`config.mk`:
```
export PLATFORM = sky130hd
export DESIGN_NAME = param_differentiator
export DESIGN_NICKNAME = d
export VERILOG_FILES = /design/src/rtl/param_differentiator.sv
export SDC_FILE = /design/constraint.sdc
export NUM_CORES = 1
export LEC_CHECK = 0
export ABC_AREA = 0
export CORE_ASPECT_RATIO = 1.75
export CORE_MARGIN = 1.5
export CORE_UTILIZATION = 57
export CTS_BUF_LIST = sky130_fd_sc_hd__clkbuf_4 sky130_fd_sc_hd__clkbuf_8 sky130_fd_sc_hd__clkbuf_16
export DETAILED_ROUTE_END_ITERATION = 6
export HOLD_SLACK_MARGIN = 0.06
export PLACE_DENSITY = 0.82
export SKIP_CTS_REPAIR_TIMING = 1
export SLEW_MARGIN = 30
export SYNTH_ARGS = -nofsm -noshare
export SYNTH_HDL_FRONTEND = slang
export SYNTH_SLANG_ARGS = --single-unit
```
`constraint.sdc`:
```
create_clock -name clk -period 2.5 [get_ports clk]
set_input_delay 0.25 -clock clk [delete_from_list [all_inputs] [get_ports clk]]
set_output_delay 0.25 -clock clk [all_outputs]
set_load 0.01 [all_outputs]
```
`src/rtl/param_differentiator.sv`:
```
// Derivative stage: span difference e[n]-e[n-SPAN], serial shift-add gain multiply, saturated output.
// Optional macro DIFF_FILTER_EN averages the difference with the previous one before the multiply.
module param_differentiator #(
  parameter int WIDTH  = 6,
  parameter int GAIN_W = 6,
  parameter int OUT_W  = 12,
  parameter int SPAN   = 1
) (
  input  logic              clk,
  input  logic              rst_n,
  input  logic              ena,
  input  logic              sample_valid,
  input  logic [WIDTH-1:0]  e,
  input  logic [GAIN_W-1:0] k_d,
  output logic [OUT_W-1:0]  d_contrib,
  output logic              d_valid,
  output logic              busy,
  output logic              sat,
  output logic              overrun
);

  localparam int DW    = WIDTH + 1;
  localparam int ACC_W = WIDTH + 1 + GAIN_W;
  localparam int CMP_W = ((ACC_W > OUT_W) ? ACC_W : OUT_W) + 1;
  localparam int CNT_W = $clog2(SPAN + 1);
  localparam int IT_W  = (GAIN_W > 1) ? $clog2(GAIN_W) : 1;

  typedef enum logic [1:0] {
    ST_IDLE = 2'd0,
    ST_MUL  = 2'd1,
    ST_DONE = 2'd2
  } state_t;

  state_t                   state_r;
  logic [WIDTH-1:0]         hist_r [SPAN];
  logic [CNT_W-1:0]         warm_r;
  logic [GAIN_W-1:0]        kd_r;
  logic [IT_W-1:0]          iter_r;
  logic signed [ACC_W-1:0]  mcand_r;
  logic signed [ACC_W-1:0]  acc_r;
  logic [OUT_W-1:0]         d_contrib_r;
  logic                     d_valid_r;
  logic                     busy_r;
  logic                     sat_r;
  logic                     overrun_r;

  logic signed [DW-1:0]     raw_diff_s;
  logic signed [DW-1:0]     mult_s;
  logic [OUT_W:0]           sat_res_s;

  // Clamp the accumulator to the output range; MSB of the result is the clamp flag.
  function automatic logic [OUT_W:0] saturate(input logic signed [ACC_W-1:0] a);
    logic signed [CMP_W-1:0] x;
    logic signed [CMP_W-1:0] hi;
    logic signed [CMP_W-1:0] lo;
    x  = CMP_W'(a);
    hi = '0;
    hi[OUT_W-1:0] = {1'b0, {(OUT_W-1){1'b1}}};
    lo = '1;
    lo[OUT_W-1:0] = {1'b1, {(OUT_W-1){1'b0}}};
    if (x > hi) begin
      saturate = {1'b1, hi[OUT_W-1:0]};
    end else if (x < lo) begin
      saturate = {1'b1, lo[OUT_W-1:0]};
    end else begin
      saturate = {1'b0, x[OUT_W-1:0]};
    end
  endfunction

  // Span difference at WIDTH+1 bits so it cannot wrap; zero until the history is full.
  always_comb begin
    if (warm_r == CNT_W'(SPAN)) begin
      raw_diff_s = $signed({e[WIDTH-1], e}) -
                   $signed({hist_r[SPAN-1][WIDTH-1], hist_r[SPAN-1]});
    end else begin
      raw_diff_s = '0;
    end
    sat_res_s = saturate(acc_r);
  end

`ifdef DIFF_FILTER_EN
  logic signed [DW-1:0] prev_diff_r;
  logic signed [DW:0]   sum_s;

  // Smoothed multiplicand: floor((diff + prev_diff) / 2).
  always_comb begin
    sum_s  = $signed({raw_diff_s[DW-1], raw_diff_s}) + $signed({prev_diff_r[DW-1], prev_diff_r});
    mult_s = DW'(sum_s >>> 1);
  end

  // Previous raw difference, zero during warm-up because raw_diff_s is zero then.
  always_ff @(posedge clk or negedge rst_n) begin
    if (!rst_n) begin
      prev_diff_r <= '0;
    end else if (ena && sample_valid && state_r == ST_IDLE) begin
      prev_diff_r <= raw_diff_s;
    end else begin
      prev_diff_r <= prev_diff_r;
    end
  end
`else
  // Raw difference feeds the multiplier directly.
  always_comb begin
    mult_s = raw_diff_s;
  end
`endif

  // Control FSM, history, serial multiplier and registered outputs.
  always_ff @(posedge clk or negedge rst_n) begin
    if (!rst_n) begin
      state_r     <= ST_IDLE;
      for (int k = 0; k < SPAN; k++) begin
        hist_r[k] <= '0;
      end
      warm_r      <= '0;
      kd_r        <= '0;
      iter_r      <= '0;
      mcand_r     <= '0;
      acc_r       <= '0;
      d_contrib_r <= '0;
      d_valid_r   <= 1'b0;
      busy_r      <= 1'b0;
      sat_r       <= 1'b0;
      overrun_r   <= 1'b0;
    end else begin
      d_valid_r <= 1'b0;
      overrun_r <= 1'b0;
      if (ena) begin
        case (state_r)
          ST_IDLE: begin
            if (sample_valid) begin
              for (int k = SPAN - 1; k > 0; k--) begin
                hist_r[k] <= hist_r[k-1];
              end
              hist_r[0] <= e;
              if (warm_r != CNT_W'(SPAN)) begin
                warm_r <= warm_r + CNT_W'(1);
              end
              kd_r    <= k_d;
              mcand_r <= ACC_W'(mult_s);
              acc_r   <= '0;
              iter_r  <= '0;
              busy_r  <= 1'b1;
              state_r <= ST_MUL;
            end
          end
          ST_MUL: begin
            // LSB-first: iteration i adds diff << i when gain bit i is set.
            if (kd_r[0]) begin
              acc_r <= acc_r + mcand_r;
            end
            mcand_r <= mcand_r <<< 1;
            kd_r    <= kd_r >> 1;
            iter_r  <= iter_r + IT_W'(1);
            if (iter_r == IT_W'(GAIN_W - 1)) begin
              state_r <= ST_DONE;
            end
            overrun_r <= sample_valid;
          end
          ST_DONE: begin
            sat_r       <= sat_res_s[OUT_W];
            d_contrib_r <= sat_res_s[OUT_W-1:0];
            d_valid_r   <= 1'b1;
            busy_r      <= 1'b0;
            overrun_r   <= sample_valid;
            state_r     <= ST_IDLE;
          end
          default: begin
            busy_r  <= 1'b0;
            state_r <= ST_IDLE;
          end
        endcase
      end
    end
  end

  assign d_contrib = d_contrib_r;
  assign d_valid   = d_valid_r;
  assign busy      = busy_r;
  assign sat       = sat_r;
  assign overrun   = overrun_r;

endmodule

```
==> flow_summary.yaml, run 1 <==
timing:
  worst_hold_slack_ns: 0.0556
  slew_headroom: 0.501
  fin_crit_ns: 2.26
  timing.fmax_mhz: 442
  hold_violations: 0
  grt_setup_unrepaired: "no"
  fin_crit_sh: 0.906
  finalSetupViolations: 0
  clock_skew_ns: 0.00978
  fin_ws_ns: 0.236
  worst_slew_pin_slew_ns: 0.748
  slew_violations: 0
synth:
  syn_area_mm2: 0.00342
  yosysTopAreaCell: "dfrtp_1"
  synth-compound-area-share: 0.181
  synth.avg_cell_area_um2: 10.1
  synth_adder_area_share: 0.128
  synth_nets: 380
  yosysMostFrequentCell: "dfrtp_1"
  synth_edf_count: 0
  synth_top_family_by_area: "compound AO/OA/AOI/OAI gates"
  yosysUniqueCellTypes: 50
  synthCells: 339
  ys_ff_latch: 60
  yosysWarnings: 0
  yosys_most_used_dff: "dfrtp_1"
  synth_area_leaders: "dfrtp_1 (44%), ha_1 (8.4%), mux2_2 (5.9%)"
  synth_top_cell_area_share: 0.439
  synth_xor_area_frac: 0.0307
  synth_seq_area_share: 0.439
  synth_common_cells: "dfrtp_1 (60), nand2_1 (41), o21ai_0 (29)"
  synthArstFlopShare: 1.00
  synth-simple-area-share: 0.0973
  synthMuxAreaShare: 0.0856
routing:
  viasPerCell: 5.62
  firstDrtPassIters: 4
  remaining_drc_errors: 0
  drt-initial-drc-count: 73
  wl_per_cell_um: 14.2
  ant_nets: 0
  via_count: 2576
  wirelength_um: 6510
place:
  dpl_cell_area_mm2: 0.00384
  hpwl_um: 4920
  gp_congestion: 0.795
  dpl.cell_count: 444
  place_ws_ns: -0.0615
  numPortBuffers: 31
floorplan:
  dieArea_mm2: 0.00649
  start_util: 0.586
  core-area_mm2: 0.00583
  io_pins: 32
  rows: 37
  dieWidth_um: 61.6
  die-height_um: 105
power:
  powerDensity_mw_per_mm2: 1180
  switchingPower_w: 0.00186
  p_sw_frac: 0.392
  clockPowerShare: 0.166
  internal_power_w: 0.00289
  power_w: 0.00475
  p_comb_frac: 0.490
  leakage_nw: 1.92
  vdd_ir_drop_max_mv: 0.630
  seq_power_share: 0.344
hold_path:
  hp-class: "input port to asynchronous set/reset pin"
global_route:
  antenna_found_initial: 0
  grt_max_degree: 61
  grt_pass1_vias: 2530
  grt_pass1_wl_um: 11400
  grtUsageTotal: 0.232
  grt.overflow.total: 0
job:
  cap_violations: 0
cells_and_area:
  drive_above_1_share: 0.126
  design_area_mm2: 0.00401
  final_cells: 458
  fin_nets: 418
  nFillCells: 481
  syn_to_final_growth_pct: 17.3
  diodes: 0
critical_path:
  slowest_stage: "dfrtp_1"
  worstSetupEndpointType: "flop"
  max_stage_delay_ns: 0.39
  worstPathCellList: "ha_1 -> inv_1 -> fa_1 -> nand2b_1 -> a21oi_1 -> nor3_2 -> nor4_1 -> o2bb2ai_1 -> mux2i_1"
  cp-start-kind: "flop"
  cp_max_fo: 5
  crit_arrival_ns: 2.53
  required_ns: 2.77
  r2r_setup_slack_ns: 0.24
  reg2regPathDepth: 9
  critPathKind: "flop to flop"
cts:
  cts_root_buf: "clkbuf_8"
  clk_latency_ns: 0.34
  clockBufferDepth: 2
  clk_pin_slew_ns: 0.07
  numClockSinks: 60
  cts_buffers: 9
  cts.htree.levels: 3
  tritoncts: "yes"
status:
  status: "completed"
## routing by layer
layer / up-vias / GRT usage / share of wire
met2: 55 / 0.394 / 0.54
li1: 1266 / - / -
met1: 1242 / 0.264 / 0.39
met5: - / 0 / 0
met4: 0 / 0.112 / 0.034
met3: 13 / 0.0466 / 0.032
## area by class of cell
cell class / instances / area, um^2 / share of cell area
clock buffer: 12 / 165 / 0.0412
clock inverter: 2 / 10.0 / 0.00249
inverter: 21 / 78.8 / 0.0196
multi-input combinational: 245 / 1790 / 0.445
sequential: 60 / 1500 / 0.374
tap: 78 / 97.6 / 0.0243
timing repair buffer: 40 / 373 / 0.0929
## stage by stage
stage	TNS, ns	util
2_1_floorplan	0	-
3_3_place_gp	0	0.658
3_5_place_dp	-0.148	0.658
4_1_cts	0	0.688
5_1_grt	0	0.688
6_report	0	0.688
## state kept, by name, indices dropped and copies added, names as in the netlist, 2 cells and up
name,flops
acc_r,13
mcand_r,13
kd_r,6
iter_r,3
state_r,2
hist_r,6
d_contrib,12
## cell families (layout without fill, tap and decap cells)
| group | count (synthesis) | count (layout) |
|---|---|---|
| flip-flops | 60 | 60 |
| multiplexers | 27 | 27 |
| AO/OA/AOI/OAI | 97 | 97 |
| AND/OR/NAND/NOR | 73 | 73 |
| XOR/XNOR | 12 | 12 |
| adder cells (fa/ha/maj) | 36 | 36 |
| buffers and inverters | 34 | 75 |
## cell usage in the layout, fill, tap and decap left out, types with 2 or more instances in the layout
cell / n
a22oi_1: 2
xnor2_1: 4
or3_1: 2
a21oi_1: 25
mux2i_1: 9
o22ai_1: 2
dfrtp_1: 60
o21ai_1: 3
inv_1: 21
o21ai_0: 29
ha_1: 23
a211oi_1: 2
buf_4: 9
mux2_2: 18
clkdlybuf4s50_1: 30
a32o_1: 2
nand2b_1: 6
o21a_1: 3
nor2b_1: 3
nand2_1: 41
clkbuf_8: 12
clkinv_2: 2
o21ai_2: 2
fa_1: 2
and3_1: 2
o31ai_1: 3
maj3_1: 11
a21o_1: 10
xor2_1: 8
nor2_1: 8
a221oi_2: 2
nand3_1: 4
## path summary, 6_finish.rpt
kind | startpoint | to
min in group clk | d_contrib[11]$_DFFE_PN0P_ | d_contrib[11]$_DFFE_PN0P_
max reg2reg | acc_r[0]$_DFFE_PN0P_ | acc_r[12]$_DFFE_PN0P_
min | rst_n | overrun$_DFF_PN0_
max | acc_r[0]$_DFFE_PN0P_ | acc_r[12]$_DFFE_PN0P_
max in group asynchronous | rst_n | mcand_r[6]$_DFFE_PN0P_
min reg2reg | d_contrib[11]$_DFFE_PN0P_ | d_contrib[11]$_DFFE_PN0P_
## worst max-delay path: cells and delay by family, from the launching register on
family          cells  cell delay [ns]
simple gates        3             0.66
fa+ha+maj           2             0.56
flops               1             0.39
compound gates      2             0.39
mux                 1             0.14
buf+inv             1             0.06
## power groups by stage
stage	registers [W]	clock network [W]	logic [W]
6_report	0.00163	0.000788	0.00233
5_1_grt	0.00169	0.000845	0.00263
4_1_cts	0.00164	0.000803	0.00234
3_5_place_dp	0.00165	0	0.00232
3_3_place_gp	0.00163	0	0.00224
2_1_floorplan	0.00163	0	0.00167
(Power assumes the default switching activity.)
==> run 2, diff against run 1 <==
HOLD_SLACK_MARGIN = default   (was 0.06)
==> results of run 2 <==
The final DEF is identical to that of run 1; final timing and power are the same.
==> variant 1, RTL diff (config.mk and constraints of run 2) <==
Re-encode `state_t` (3 states) as one-hot, 3 bits wide.
--- a/src/rtl/param_differentiator.sv
+++ b/src/rtl/param_differentiator.sv
@@ -25,10 +25,10 @@
   localparam int CNT_W = $clog2(SPAN + 1);
   localparam int IT_W  = (GAIN_W > 1) ? $clog2(GAIN_W) : 1;
 
-  typedef enum logic [1:0] {
-    ST_IDLE = 2'd0,
-    ST_MUL  = 2'd1,
-    ST_DONE = 2'd2
+  typedef enum logic [2:0] {
+    ST_IDLE = 3'b001,
+    ST_MUL  = 3'b010,
+    ST_DONE = 3'b100
   } state_t;
 
   state_t                   state_r;
Check against the original RTL: no difference found for any inputs over 10 cycles, from zero or initial values and one cycle with rst_n low; not proved beyond that.
==> variant 1 against run 2 <==
  * Non-clock buffer count is 4 higher
  * Via count is 6.9% higher
  * Sequential share of layout area is 0.24 points higher
  * Core utilization is 0.75 points higher
  * Cell area is 1.1% higher
  * Wire length is 5.5% higher
  * Largest cell class unchanged
  * Clock skew is 3.5 ps lower
  * Die area is 0.14% higher
  * Worst setup slack worse by 72 ps
  * First-iteration DRC count is 120% higher
  * Sequential cell count is 1 higher
  * Largest power group unchanged
  * Area after synthesis is 0.15% higher
  * Total power is 6.1% lower
==> variant 1: results (changes against run 2) <==
Routing
  – Routed met3 length: 200 µm (was 209 µm)
  – M1 WL: 2800 µm (was 2560 µm)
  – Met2 WL: 3770 µm (was 3520 µm)
  – Final wirelength: 6870 µm (was 6510 µm)
  – Initial DRC Count: 160 (was 73)
  – Vias/cell: 5.57 (was 5.62)

STA
  – Setup Skew: 6.24 ps (was 9.78 ps)
  – Hold slack: 473 ps (was 55.6 ps)

GRT
  – First-pass GRT wire length: 11800 µm (was 11400 µm)
  – Number of global-route vias before repair: 2721 (was 2530)
  – Met2 Track Usage GR: 41.5% (was 39.4%)
  – Pin count of the biggest net entering global routing: 34 (was 61)
  – Met3 layer usage reported by global route: 4.29% (was 4.66%)
  – Met1 usage: 27.4% (was 26.4%)

Place
  – HPWL after DPL: 5160 µm (was 4920 µm)
  – Placed instance count: 478 (was 444)
  – Area after DPL: 3860 µm² (was 3840 µm²)

Power and ir drop
  – Leak pwr: 1.81 nW (was 1.92 nW)
  – Clk pwr: 0.817 mW (was 0.788 mW)
  – VDD IR max: 699 µV (was 630 µV)
  – Tot Pwr: 4.46 mW (was 4.75 mW)
  – Combinational power: 2.04 mW (was 2.33 mW)

Clock tree
  – H-Tree Depth: 3 (unchanged)

Worst setup path
  – Worst path arrival time: 2570 ps (was 2530 ps)
  – Crit. Startpoint: mcand_r[0]$_DFFE_PN0P_ (was acc_r[0]$_DFFE_PN0P_)
  – Max FO, Critical Path: 3 (was 5)

Hold path
  – Worst Hold Class: primary input to flop (was primary input to async pin)

Logic synthesis
  – Syn_nets: 410 (was 380)
  – Seq/Total Area, Yosys: 44.6% (was 43.9%)
  – Cell variety after synth: 56 (was 50)
  – Top cells by area, synth: dfrtp_1 (44%), nand2_1 (8.2%), ha_1 (7.3%) (was dfrtp_1 (44%), ha_1 (8.4%), mux2_2 (5.9%))
  – Synth top cells by count: nand2_1 (75), dfrtp_1 (60), o21ai_0 (36) (was dfrtp_1 (60), nand2_1 (41), o21ai_0 (29))
  – Syn avg cell area: 9.21 µm² (was 10.1 µm²)

Layout
  – Nets@finish: 450 (was 418)
  – Cell Count, Final, Fillers Out: 494 (was 458)

Outcome
  – Outcome: complete, no violations (unchanged)
variant 1: cell families after synthesis:
kind of cell | Yosys count | synth area share [%]
buffers and inverters | 34 | 4.13
adders and majority gates | 23 | 8.77
AOI/OAI and AO/OA | 107 | 20.7
muxes | 3 | 0.950
and+or+nand+nor | 130 | 17.2
xor gates and xnor gates | 14 | 3.58
DFF | 61 | 44.6
variant 1: area by class of cell:
class | instances | area (µm²)
Clock buffer | 14 | 180
Clock inverter | 1 | 5.00
Inverter | 19 | 71.3
Tap cell | 78 | 97.6
Fill cell | 453 | 1780
Multi-Input combinational cell | 277 | 1760
Sequential cell | 61 | 1530
Timing Repair Buffer | 44 | 418
variant 1: worst max-delay path, cell delays in order, from the launching register on:
cell and delay [ps]:
dfrtp_1 380, ha_1 200, inv_1 60, fa_1 380, nand2b_1 160, a21oi_1 180, a21oi_1 110, o311a_1 400
xnor2_1 140, o311ai_1 220
==> variant 2, RTL diff (config.mk and constraints of run 2) <==
Without the edit above. Change the parameter `OUT_W` from 12 to 14.
--- a/src/rtl/param_differentiator.sv
+++ b/src/rtl/param_differentiator.sv
@@ -3,7 +3,7 @@
 module param_differentiator #(
   parameter int WIDTH  = 6,
   parameter int GAIN_W = 6,
-  parameter int OUT_W  = 12,
+  parameter int OUT_W  = 14,
   parameter int SPAN   = 1
 ) (
   input  logic              clk,
Ports: changed (resized d_contrib); port bits go from 32 to 34. No check against the original RTL was run, so the function may have changed too.
==> variant 2 against run 2 <==
  * Worst hold slack improved by 330 ps
  * Wire length decreased by 4.7%
  * Critical path depth increased by 1
  * Area after synthesis decreased by 6.4%
  * Worst setup slack got worse by 83 ps
  * Cell area decreased by 4.3%
  * Sequential cell count increased by 1
  * Combinational power increased by 6%
  * Total power increased by 6.4%
  * Fmax decreased by 3.5%
  * Largest cell class unchanged
  * Highest routed layer unchanged
==> variant 2: results (changes against run 2) <==
Outcome
  – Outcome: complete, no violations (unchanged)

Power and ir drop
  – Psw: 1.99 mW (was 1.86 mW)
  – Pwr/cell area: 1320 nW/µm² (was 1180 nW/µm²)
  – Leak pwr: 1.80 nW (was 1.92 nW)

Logic synthesis
  – Top cells by area, synth: dfrtp_1 (48%), ha_1 (9.0%), mux2_2 (6.3%) (was dfrtp_1 (44%), ha_1 (8.4%), mux2_2 (5.9%))
  – Synth top cells by count: dfrtp_1 (61), nand2_1 (41), a21oi_1 (24) (was dfrtp_1 (60), nand2_1 (41), o21ai_0 (29))
  – Cell variety after synth: 44 (was 50)

GRT
  – First-pass GRT wire length: 10900 µm (was 11400 µm)
  – Pin count of the biggest net entering global routing: 24 (was 61)
  – Met3 layer usage reported by global route: 7.22% (was 4.66%)
  – Tot GR Track Use: 23.5% (was 23.2%)

Place
  – HPWL after DPL: 4670 µm (was 4920 µm)
  – PortBufs: 32 (was 31)

Layout
  – Non-clock buffers: 41 (was 40)
  – Multi-input logic portion of the cell area: 41.2% (was 44.5%)
  – Area Overhead vs Synth: 19.9% (was 17.3%)
  – Multi-Input Combinational: 224 (was 245)
  – Reg area: 1530 µm² (was 1500 µm²)
  – Nets@finish: 393 (was 418)
  – Cell Count, Final, Fillers Out: 433 (was 458)
  – Seq cells: 61 (was 60)
  – Clk tree area frac: 5.08% (was 4.37%)

Routing
  – Routed met3 length: 227 µm (was 209 µm)
  – M1 WL: 2460 µm (was 2560 µm)
  – Initial DRC Count: 66 (was 73)
  – Vias/cell: 5.58 (was 5.62)

STA
  – Setup Skew: 9.61 ps (was 9.78 ps)

Floorplanning
  – Tap cell count: 76 (was 78)

Worst setup path
  – Crit-path leading delay family: compound AO/OA/AOI/OAI gates (was simple AND/OR/NAND/NOR gates)
  – Worst path arrival time: 2570 ps (was 2530 ps)
variant 2: logic make-up after synthesis:
kind of cell / after synthesis / share of synthesized area (%)
xor gates and xnor gates: 12 / 3.28
buffers and inverters: 25 / 3.05
other: 1 / 0.117
AOI/OAI and AO/OA: 75 / 15.0
and+or+nand+nor: 87 / 12.4
muxes: 24 / 8.21
DFF: 61 / 47.7
adders and majority gates: 25 / 10.2
variant 2: final timing paths:
check / endpoint / depth (start not counted) / slack [ps]
worst max-delay path: acc_r[12]$_DFFE_PN0P_ / 10 / 150
worst min-delay path: acc_r[9]$_DFFE_PN0P_ / 2 / 380
worst max register to register: acc_r[12]$_DFFE_PN0P_ / 10 / 150
worst min register to register: kd_r[1]$_DFFE_PN0P_ / 2 / 490
max in group asynchronous: kd_r[4]$_DFFE_PN0P_ / 3 / 1460
min in group clk: kd_r[1]$_DFFE_PN0P_ / 2 / 490
